`src/rtl/ps2_pkg.sv`:
```
// Shared PS/2 receiver definitions: frame FSM states, scan-code prefixes, parity helper.
// Latency: n/a (types and constants only).
// Backpressure: n/a.
package ps2_pkg;

  typedef enum logic [1:0] {
    IDLE,
    DATA,
    PARITY,
    STOP
  } ps2_state_t;

  localparam logic [7:0] PS2_EXT = 8'hE0;
  localparam logic [7:0] PS2_BRK = 8'hF0;

  // PS/2 uses odd parity: data plus parity bit must hold an odd number of ones.
  function automatic logic odd_parity_ok(input logic [7:0] data, input logic par);
    return ^{data, par};
  endfunction

endpackage

```
`src/rtl/ps2_input_filter.sv`:
```
// Synchronises one asynchronous PS/2 pin and debounces it to a stable level.
// Latency: 2 sync flops + FILTER_LEN samples before a new level appears on 'level'.
// Backpressure: none; free-running sampler.
//
// Ports:
//   clk, rst  system clock, async active-high reset (state resets to 1 = bus idle)
//   pin       raw asynchronous pin
//   level     filtered level
module ps2_input_filter #(
  parameter int FILTER_LEN = 8
) (
  input  logic clk,
  input  logic rst,
  input  logic pin,
  output logic level
);

  localparam int CW = (FILTER_LEN > 1) ? $clog2(FILTER_LEN) : 1;

  logic [1:0]    sync;
  logic [CW-1:0] cnt;

  // cnt counts consecutive samples that disagree with 'level'; the new
  // level is taken on the FILTER_LEN-th such sample, any agreeing sample
  // restarts the count so short glitches never get through.
  always_ff @(posedge clk or posedge rst) begin
    if (rst) begin
      sync  <= 2'b11;
      level <= 1'b1;
      cnt   <= '0;
    end else begin
      sync <= {sync[0], pin};
      if (sync[1] != level) begin
        if (cnt == CW'(FILTER_LEN - 1)) begin
          level <= sync[1];
          cnt   <= '0;
        end else begin
          cnt <= cnt + CW'(1);
        end
      end else begin
        cnt <= '0;
      end
    end
  end

endmodule

```
`src/rtl/ps2_frame_receiver.sv`:
```
// PS/2 device-to-host frame receiver with byte history and E0/F0 prefix decoding.
// Latency: byte_valid/key_valid exactly 1 clk after the filtered stop-bit kclk fall.
// Backpressure: none; outputs are single-cycle pulses, scan_code held until next key_valid.
//
// Ports:
//   clk, rst      system clock, async active-high reset
//   kclk, kdata   raw PS/2 pins (asynchronous)
//   keycodeout    last HIST_DEPTH accepted bytes, newest in [7:0]
//   byte_valid    pulse per accepted byte
//   scan_code, extended, released, key_valid   decoded key event
//   parity_err    pulse on odd-parity failure with a good stop bit
//   frame_err     pulse on bad start/stop bit or inter-bit timeout
module ps2_frame_receiver
  import ps2_pkg::*;
#(
  parameter int FILTER_LEN  = 8,
  parameter int TIMEOUT_CYC = 100000,
  parameter int HIST_DEPTH  = 4
) (
  input  logic                    clk,
  input  logic                    rst,
  input  logic                    kclk,
  input  logic                    kdata,
  output logic [8*HIST_DEPTH-1:0] keycodeout,
  output logic                    byte_valid,
  output logic [7:0]              scan_code,
  output logic                    extended,
  output logic                    released,
  output logic                    key_valid,
  output logic                    parity_err,
  output logic                    frame_err
);

  localparam int TW = $clog2(TIMEOUT_CYC + 1);

  logic kclk_f;
  logic kdata_f;
  logic kclk_prev;
  logic bit_event;

  ps2_input_filter #(.FILTER_LEN(FILTER_LEN)) u_kclk_filt (
    .clk   (clk),
    .rst   (rst),
    .pin   (kclk),
    .level (kclk_f)
  );

  ps2_input_filter #(.FILTER_LEN(FILTER_LEN)) u_kdata_filt (
    .clk   (clk),
    .rst   (rst),
    .pin   (kdata),
    .level (kdata_f)
  );

  always_ff @(posedge clk or posedge rst) begin
    if (rst) kclk_prev <= 1'b1;
    else     kclk_prev <= kclk_f;
  end

  assign bit_event = kclk_prev & ~kclk_f;

  // ---------------------------------------------------------------
  // Frame FSM
  // ---------------------------------------------------------------
  ps2_state_t    state, state_n;
  logic [7:0]    shift, shift_n;
  logic [2:0]    bit_cnt, bit_cnt_n;
  logic          par_bit, par_bit_n;
  logic [TW-1:0] to_cnt, to_cnt_n;
  logic          accept, perr, ferr;

  always_ff @(posedge clk or posedge rst) begin
    if (rst) begin
      state   <= IDLE;
      shift   <= '0;
      bit_cnt <= '0;
      par_bit <= 1'b0;
      to_cnt  <= '0;
    end else begin
      state   <= state_n;
      shift   <= shift_n;
      bit_cnt <= bit_cnt_n;
      par_bit <= par_bit_n;
      to_cnt  <= to_cnt_n;
    end
  end

  always_comb begin
    state_n   = state;
    shift_n   = shift;
    bit_cnt_n = bit_cnt;
    par_bit_n = par_bit;
    to_cnt_n  = to_cnt;
    accept    = 1'b0;
    perr      = 1'b0;
    ferr      = 1'b0;

    case (state)
      IDLE: begin
        // A high start bit is noise on an idle bus; just wait for a real start.
        if (bit_event && !kdata_f) begin
          state_n   = DATA;
          bit_cnt_n = '0;
        end
      end
      DATA: begin
        if (bit_event) begin
          shift_n   = {kdata_f, shift[7:1]};
          bit_cnt_n = bit_cnt + 3'd1;
          if (bit_cnt == 3'd7) state_n = PARITY;
        end
      end
      PARITY: begin
        if (bit_event) begin
          par_bit_n = kdata_f;
          state_n   = STOP;
        end
      end
      STOP: begin
        if (bit_event) begin
          state_n = IDLE;
          // A bad stop bit masks any parity outcome.
          if (!kdata_f)                          ferr   = 1'b1;
          else if (!odd_parity_ok(shift, par_bit)) perr = 1'b1;
          else                                   accept = 1'b1;
        end
      end
      default: state_n = IDLE;
    endcase

    // Inter-bit watchdog: only runs while a frame is open.
    if (state == IDLE) begin
      to_cnt_n = '0;
    end else if (bit_event) begin
      to_cnt_n = '0;
    end else if (to_cnt == TW'(TIMEOUT_CYC - 1)) begin
      ferr     = 1'b1;
      state_n  = IDLE;
      to_cnt_n = '0;
    end else begin
      to_cnt_n = to_cnt + TW'(1);
    end
  end

  // ---------------------------------------------------------------
  // Byte history and prefix decoder
  // ---------------------------------------------------------------
  logic [8*HIST_DEPTH-1:0] hist_next;

  generate
    if (HIST_DEPTH == 1) begin : g_hist_one
      assign hist_next = shift;
    end else begin : g_hist_shift
      assign hist_next = {keycodeout[8*HIST_DEPTH-9:0], shift};
    end
  endgenerate

  logic ext_flag;
  logic rel_flag;

  always_ff @(posedge clk or posedge rst) begin
    if (rst) begin
      keycodeout <= '0;
      byte_valid <= 1'b0;
      parity_err <= 1'b0;
      frame_err  <= 1'b0;
      key_valid  <= 1'b0;
      scan_code  <= '0;
      extended   <= 1'b0;
      released   <= 1'b0;
      ext_flag   <= 1'b0;
      rel_flag   <= 1'b0;
    end else begin
      byte_valid <= accept;
      parity_err <= perr;
      frame_err  <= ferr;
      key_valid  <= 1'b0;
      if (accept) begin
        keycodeout <= hist_next;
        // Prefix flags persist across error pulses and repeated prefixes.
        if (shift == PS2_EXT) begin
          ext_flag <= 1'b1;
        end else if (shift == PS2_BRK) begin
          rel_flag <= 1'b1;
        end else begin
          scan_code <= shift;
          extended  <= ext_flag;
          released  <= rel_flag;
          key_valid <= 1'b1;
          ext_flag  <= 1'b0;
          rel_flag  <= 1'b0;
        end
      end
    end
  end

endmodule

```
`config.mk`:
```
export PLATFORM = sky130hd
export DESIGN_NAME = ps2_frame_receiver
export DESIGN_NICKNAME = d
export VERILOG_FILES = /design/src/rtl/ps2_pkg.sv /design/src/rtl/ps2_input_filter.sv /design/src/rtl/ps2_frame_receiver.sv
export SDC_FILE = /design/constraint.sdc
export NUM_CORES = 1
export LEC_CHECK = 0
export ABC_CLOCK_PERIOD_IN_PS = 4870
export BUFFER_PORTS_ARGS = -buffer_cell sky130_fd_sc_hd__buf_2
export CAP_MARGIN = 0
export CORE_MARGIN = 5
export CORE_UTILIZATION = 30
export CTS_CLUSTER_DIAMETER = 60
export CTS_CLUSTER_SIZE = 28
export DETAILED_ROUTE_END_ITERATION = 10
export PLACE_DENSITY_LB_ADDON = 0.08
export SYNTH_ARGS = -nofsm -noshare
export SYNTH_HDL_FRONTEND = slang
export SYNTH_SLANG_ARGS = --single-unit
```
`constraint.sdc`:
```
create_clock -name clk -period 4.87 [get_ports clk]
set_input_delay 0 -clock clk [delete_from_list [all_inputs] [get_ports clk]]
set_output_delay 0 -clock clk [all_outputs]
set_load 0.05 [all_outputs]
```
# --- Word-level counts from Yosys, hierarchy flattened ---
# Cells that the tools add are included.
# Widths: inputs -> output; s select.
classes:
  mux: 39
  n_reduce_logical: 13
  bitwise: 4
  add_sub_neg: 4
  eq_ne: 14
op_table:
  columns: ["op", "count"]
  rows:
  - ["$mux 17", 3]
  - ["$mux 1", 20]
  - ["$mux 3", 6]
  - ["$add 17x1->17 const B", 1]
  - ["$eq 17x17->1 const B", 1]
  - ["$eq 8x8->1 const B", 2]
  - ["$mux 2", 8]
  - ["$reduce_and 2->1", 6]
  - ["$add 3x1->3 const B", 3]
  - ["$eq 3x3->1 const B", 3]
  - ["$reduce_xor 9->1", 1]
  - ["$pmux 2 s4", 1]
  - ["$ne 2x2->1 const B", 3]
  - ["$pmux 3 s2", 1]
  - ["$reduce_and 3->1", 2]
  - ["$eq 2x2->1 const B", 2]
  - ["$not 1->1", 3]
  - ["$eq 2x1->1 const B", 1]
  - ["$logic_not 2->1", 1]
  - ["$ne 1x1->1", 2]
  - ["$reduce_bool 2->1", 1]
  - ["$and 1x1->1", 1]
  - ["$logic_and 1x1->1", 1]
  - ["$logic_not 1->1", 1]
word_totals:
  reg_bits: 92
  out_inout_bits: 46
  inputBits: 4
  wordCells: 96

# --- Longest topological paths before layout ---
logic_depth:
  depth_word: 8
  mapped_depth: 8
  mapped_depth_nobuf: 6

# --- Cells and area by module ---
# Synthesis repeated with hierarchy kept, for this count alone.
unflattened:
  hier_cells: 286
  area_unflattened_um2: 3819.9
modules_own_cells:
  columns: ["mod", "n_inst", "seq_area_each_um2", "cells_each", "area_per_inst_um2"]
  rows:
  - ["ps2_frame_receiver", 1, 2003.2, 258, 3364.5]
  - ["ps2_input_filter", 2, 153.9, 14, 227.7]

# --- Worst setup path after synthesis ---
# OpenSTA, ideal clock, no wires.
synth_path:
  path_type: "register -> register"
  from: "register shift[7]"
  to: "register extended"
  path_buffers: 1
  arrival_ps: 1971
  synth_period_minus_slack_ps: 2096
  path_stages_with_launch: 7
  setup_slack_ps: 2774
  setup_ps: 125
  cell_sequence: "dfrtp_1 xor3_2 or3_1 mux2i_4 and2b_4 buf_12 mux2_4"
synth_via:
  elab_chain_cells: 6
  elab_cells_between_ends: 10
  cone_classes: "eq/ne: 2; mux: 4; bitwise: 2; reduce/logical: 2"
synth_lines:
  columns: ["element", "line", "text"]
  rows:
  - ["from (decl)", "ps2_frame_receiver.sv:66", "logic [7:0] shift, shift_n;"]
  - ["from (signal assigned)", "ps2_frame_receiver.sv:81", "shift <= shift_n;"]
  - ["$reduce_xor 9->1", "ps2_pkg.sv:18", "return ^{data, par};"]
  - ["$mux 1", "ps2_frame_receiver.sv:124", "else if (!odd_parity_ok(shift, par_bit)) perr = 1'b1;"]
  - ["$mux 1", "ps2_frame_receiver.sv:123", "if (!kdata_f) ferr = 1'b1;"]
  - ["$mux 1", "ps2_frame_receiver.sv:120", "if (bit_event) begin"]
  - ["$mux 1", "ps2_frame_receiver.sv:98", "case (state)"]
  - ["$reduce_and 3->1 (no line) *", null, null]
  - ["to (signal assigned)", "ps2_frame_receiver.sv:187", "extended <= ext_flag;"]
  - ["to (decl)", "ps2_frame_receiver.sv:27", "output logic extended,"]
# Mark *: on every way between the ends. The rest lies on a longest branch, timed or not.
# A chain may end at the register's enable or synchronous reset.

# --- Worst setup path in the final report ---
layout_path:
  from: "register shift[7]"
  to: "register keycodeout[15]"
layout_via:
  elab_chain_cells: 5
layout_lines:
  columns: ["element", "line", "text"]
  rows:
  - ["$reduce_xor 9->1", "ps2_pkg.sv:18", null]
  - ["$mux 1", "ps2_frame_receiver.sv:124", null]
  - ["$mux 1", "ps2_frame_receiver.sv:123", null]
  - ["$mux 1", "ps2_frame_receiver.sv:120", null]
  - ["$mux 1", "ps2_frame_receiver.sv:98", null]
  - ["to (signal assigned)", "ps2_frame_receiver.sv:179", "keycodeout <= hist_next;"]
  - ["to (decl)", "ps2_frame_receiver.sv:24", "output logic [8*HIST_DEPTH-1:0] keycodeout,"]
# No other way between the ends.

==> results.py <==
metrics = {
    "outcome": {
        "status": "complete, no violations",
    },
    "grt": {
        "grt_pass1_vias": 2379,
        "grt_overflow": 0,
        "grt_pass1_wl_um": 12000,
        "grt_start_max_net_pins": 61,
        "grt_usage_pct": 10.4,
        "grt_antenna_before_repair": 0,
    },
    "cells_and_area": {
        "post-route-util_pct": 35.8,
        "n_antenna_cell": 0,
        "synthToLayoutAreaGrowth_pct": 17.8,
        "num-nets-final": 353,
        "multiInputGateArea_sq_um": 1380,
        "layout-drive-gt1-share_pct": 32.5,
        "register_area_sq_um": 2310,
        "final_area_sq_um": 4500,
        "num-fill-cells": 1273,
    },
    "sta": {
        "min_period_ns": 2.73,
        "rsz0062_at_grt": "false",
        "tns_ns": 0,
        "setup_viol": 0,
        "slew_headroom_pct": 48.5,
        "finalCritPeriodShare_pct": 56.0,
        "hold_viol": 0,
        "worstMarginPinSlew_ns": 0.772,
        "skew_ns": 0.00617,
        "worst_hold_slack_ns": 0.250,
        "slew_violations": 0,
        "fmax_mhz": 366,
    },
    "synthesis": {
        "synth_seq_cells": 92,
        "yosys.area.top_type": "dfrtp_1",
        "ys_async_sr_fraction_pct": 100,
        "ys_types": 37,
        "synthDominantCellAreaShare_pct": 55.8,
        "synth_warnings": 0,
        "netlist_instances": 288,
        "synth_area_sq_um": 3810,
        "synthTopCellsByArea": "dfrtp_1 56%, mux2_2 9.4%, dfstp_2 4.8%",
        "synth_seq_area_share_pct": 60.6,
        "synth_nets": 299,
        "syn_avg_cell_area_sq_um": 13.2,
        "synth_edf_count": 0,
        "synthFlopType": "dfrtp_1",
    },
    "critical_path": {
        "critical_path.max_fanout": 21,
        "start_kind": "flop",
        "endpoint_kind": "flop",
        "required_ns": 5.09,
        "crit_chain": "xor3_2 -> or3_1 -> mux2i_4 -> buf_4 -> mux2_2",
        "path_delay_family": "multiplexers",
        "arrival_ns": 2.95,
        "crit_type": "reg -> reg",
        "critPathSlowestCell": "mux2i_4",
        "critPathBufInv": 1,
        "max_stage_delay_ns": 0.59,
    },
    "cts": {
        "cts_sinks": 92,
        "path_clk_slew_ns": 0.06,
        "htreeDepth": 3,
        "cts.path.max_buffers": 2,
        "cts_tree": "built",
        "clockRootBuffer": "clkbuf_16",
        "postCtsResizedCells": 0,
        "clk_latency_ns": 0.34,
        "cts_made_buffers": 9,
    },
    "placement": {
        "post-dp-hpwl_um": 4600,
        "gp_congestion": 0.689,
        "place_area_sq_um": 4210,
        "io_buffers": 49,
    },
    "power_and_ir_drop": {
        "clkPwrFrac_pct": 36.8,
        "p_sw_w": 0.000430,
        "seqPwrFrac_pct": 51.7,
        "p_sw_share_pct": 25.4,
        "p_leak_nw": 2.28,
        "pwr-share-comb_pct": 11.5,
        "powerDensity_nw_per_um2": 376,
        "peakVddDrop_mv": 0.186,
        "p_int_w": 0.00126,
        "p_total_w": 0.00169,
    },
    "drt": {
        "dr_total_vias": 2222,
        "drt_iter0_drc": 99,
        "drtPass1Iterations": 3,
        "finalWirelength_um": 7000,
        "drc_errors": 0,
        "ant_nets": 0,
        "viasPerCell": 4.30,
        "wire_per_inst_um": 13.5,
    },
    "floorplanning": {
        "io_pins": 50,
        "die_area_sq_um": 15100,
        "coreArea_sq_um": 12600,
        "die_height_um": 123,
        "core.rowCount": 41,
        "start_util_pct": 30.4,
        "die_w_um": 123,
    },
    "job": {
        "drv_cap": 0,
    },
    "worst_hold_path": {
        "hold_path.class": "in -> async",
    },
}
[cell usage after synthesis (2+ instances only)]
cell       n
dfrtp_1   85
mux2_2    32
nor2_1    25
nand2_1   16
xor2_1    13
inv_1     11
mux2_1    11
o21ai_0   11
nand3_1    8
xnor2_1    8
dfstp_2    7
ha_1       7
clkbuf_1   6
a21oi_1    5
and2_1     5
mux2_4     4
nor3_1     4
buf_6      3
nand4_1    3
nor4_1     3
a22o_1     2
and3_1     2
nand2b_1   2
nor3b_1    2
[worst reg2reg max path, delay by kind of cell (launching register included)]
family | cells | cell delay (ns)
flip-flops | 1 | 0.41
XOR/XNOR | 1 | 0.48
AND/OR/NAND/NOR | 1 | 0.37
multiplexers | 2 | 0.96
buffers and inverters | 1 | 0.40
[sequential cells by signal, summed over array words and instances, names as in the netlist, 2 cells and up]
name               flops
keycodeout            32
u_kdata_filt.sync      2
u_kclk_filt.cnt        3
state                  2
bit_cnt                3
u_kclk_filt.sync       2
u_kdata_filt.cnt       3
to_cnt                17
scan_code              8
shift                  8
[what timing repair did]
action / CTS / global route
hold buffers: 3 / 0
setup buffers: 0 / 0
hold endpoints to repair: 28 / 0
[routing by layer]
metal / vias to the layer above / GRT usage (%) / share of wire (%)
li1: 1084 / - / -
met1: 1088 / 12.7 / 45
met2: 43 / 16.4 / 47
met3: 7 / 4.56 / 6.4
met4: 0 / 3.57 / 1.4
met5: - / 0 / 0
[final timing paths]
path	endpoint	slack, ns	cells after the start	from
worst min-delay path	to_cnt[12]$_DFF_PP0_	0.25	3	rst
worst min register to register	u_kclk_filt.sync[1]$_DFF_PP1_	0.35	0	u_kclk_filt.sync[0]$_DFF_PP1_
worst max-delay path	keycodeout[15]$_DFFE_PP0P_	2.14	5	shift[7]$_DFFE_PP0P_
max in group asynchronous	keycodeout[16]$_DFFE_PP0P_	3.46	4	rst
min in group clk	u_kdata_filt.sync[0]$_DFF_PP1_	0.30	2	kdata
worst max register to register	keycodeout[15]$_DFFE_PP0P_	2.14	5	shift[7]$_DFFE_PP0P_
[cells in the final DEF (no fill, tap or decap), types with 2 or more instances in the layout]
| master | Yosys | layout |
|---|---|---|
| nor3_1 | 4 | 4 |
| nand2b_1 | 2 | 2 |
| o21ai_0 | 11 | 11 |
| nand4_1 | 3 | 3 |
| dlygate4sd3_1 | 0 | 3 |
| nand3_1 | 8 | 8 |
| mux2_2 | 32 | 32 |
| and3_1 | 2 | 2 |
| and2_1 | 5 | 5 |
| nor3b_1 | 2 | 2 |
| nand2_1 | 16 | 16 |
| a21oi_1 | 5 | 5 |
| nor2_1 | 25 | 25 |
| mux2_4 | 4 | 4 |
| xnor2_1 | 8 | 8 |
| buf_2 | 0 | 49 |
| mux2_1 | 11 | 11 |
| nor4_1 | 3 | 3 |
| a22o_1 | 2 | 2 |
| clkbuf_16 | 0 | 9 |
| dfstp_2 | 7 | 7 |
| xor2_1 | 13 | 13 |
| clkinv_2 | 0 | 4 |
| ha_1 | 7 | 7 |
| inv_1 | 11 | 10 |
| dfrtp_1 | 85 | 85 |
| buf_4 | 1 | 2 |
[logic make-up (layout without fill, tap and decap cells)]
group | count (synthesis) | count (layout) | synth area share, %
AO/OA/AOI/OAI | 19 | 19 | 2.82
XOR/XNOR | 23 | 23 | 6.07
adder cells (fa/ha/maj) | 7 | 7 | 2.30
buffers and inverters | 22 | 79 | 3.28
flip-flops | 92 | 92 | 60.6
multiplexers | 48 | 48 | 14.9
AND/OR/NAND/NOR | 77 | 77 | 10.1
[cell type report]
cell class | instances | share of cell area, %
Sequential cell | 92 | 51.4
Multi-Input combinational cell | 174 | 30.7
Timing Repair Buffer | 54 | 6.46
Clock buffer | 11 | 5.40
Tap cell | 172 | 4.79
Inverter | 11 | 0.946
Clock inverter | 3 | 0.334
[power groups by stage]
stage / Combinational (W) / Sequential [W] / Clock, W
2_1_floorplan: 0.000174 / 0.000869 / 0
3_3_place_gp: 0.000198 / 0.000888 / 0
3_5_place_dp: 0.000200 / 0.000889 / 0
4_1_cts: 0.000203 / 0.000875 / 0.000654
5_1_grt: 0.000230 / 0.000883 / 0.000688
6_report: 0.000194 / 0.000874 / 0.000622
[through the flow]
stage,cells,setup slack (ns)
global route,517,1.96
detailed placement,500,2.08
finish,517,2.14
global placement,500,2.12
CTS,517,2.07
floorplan,288,2.49
Note: power is estimated with default switching activity, not from simulation.
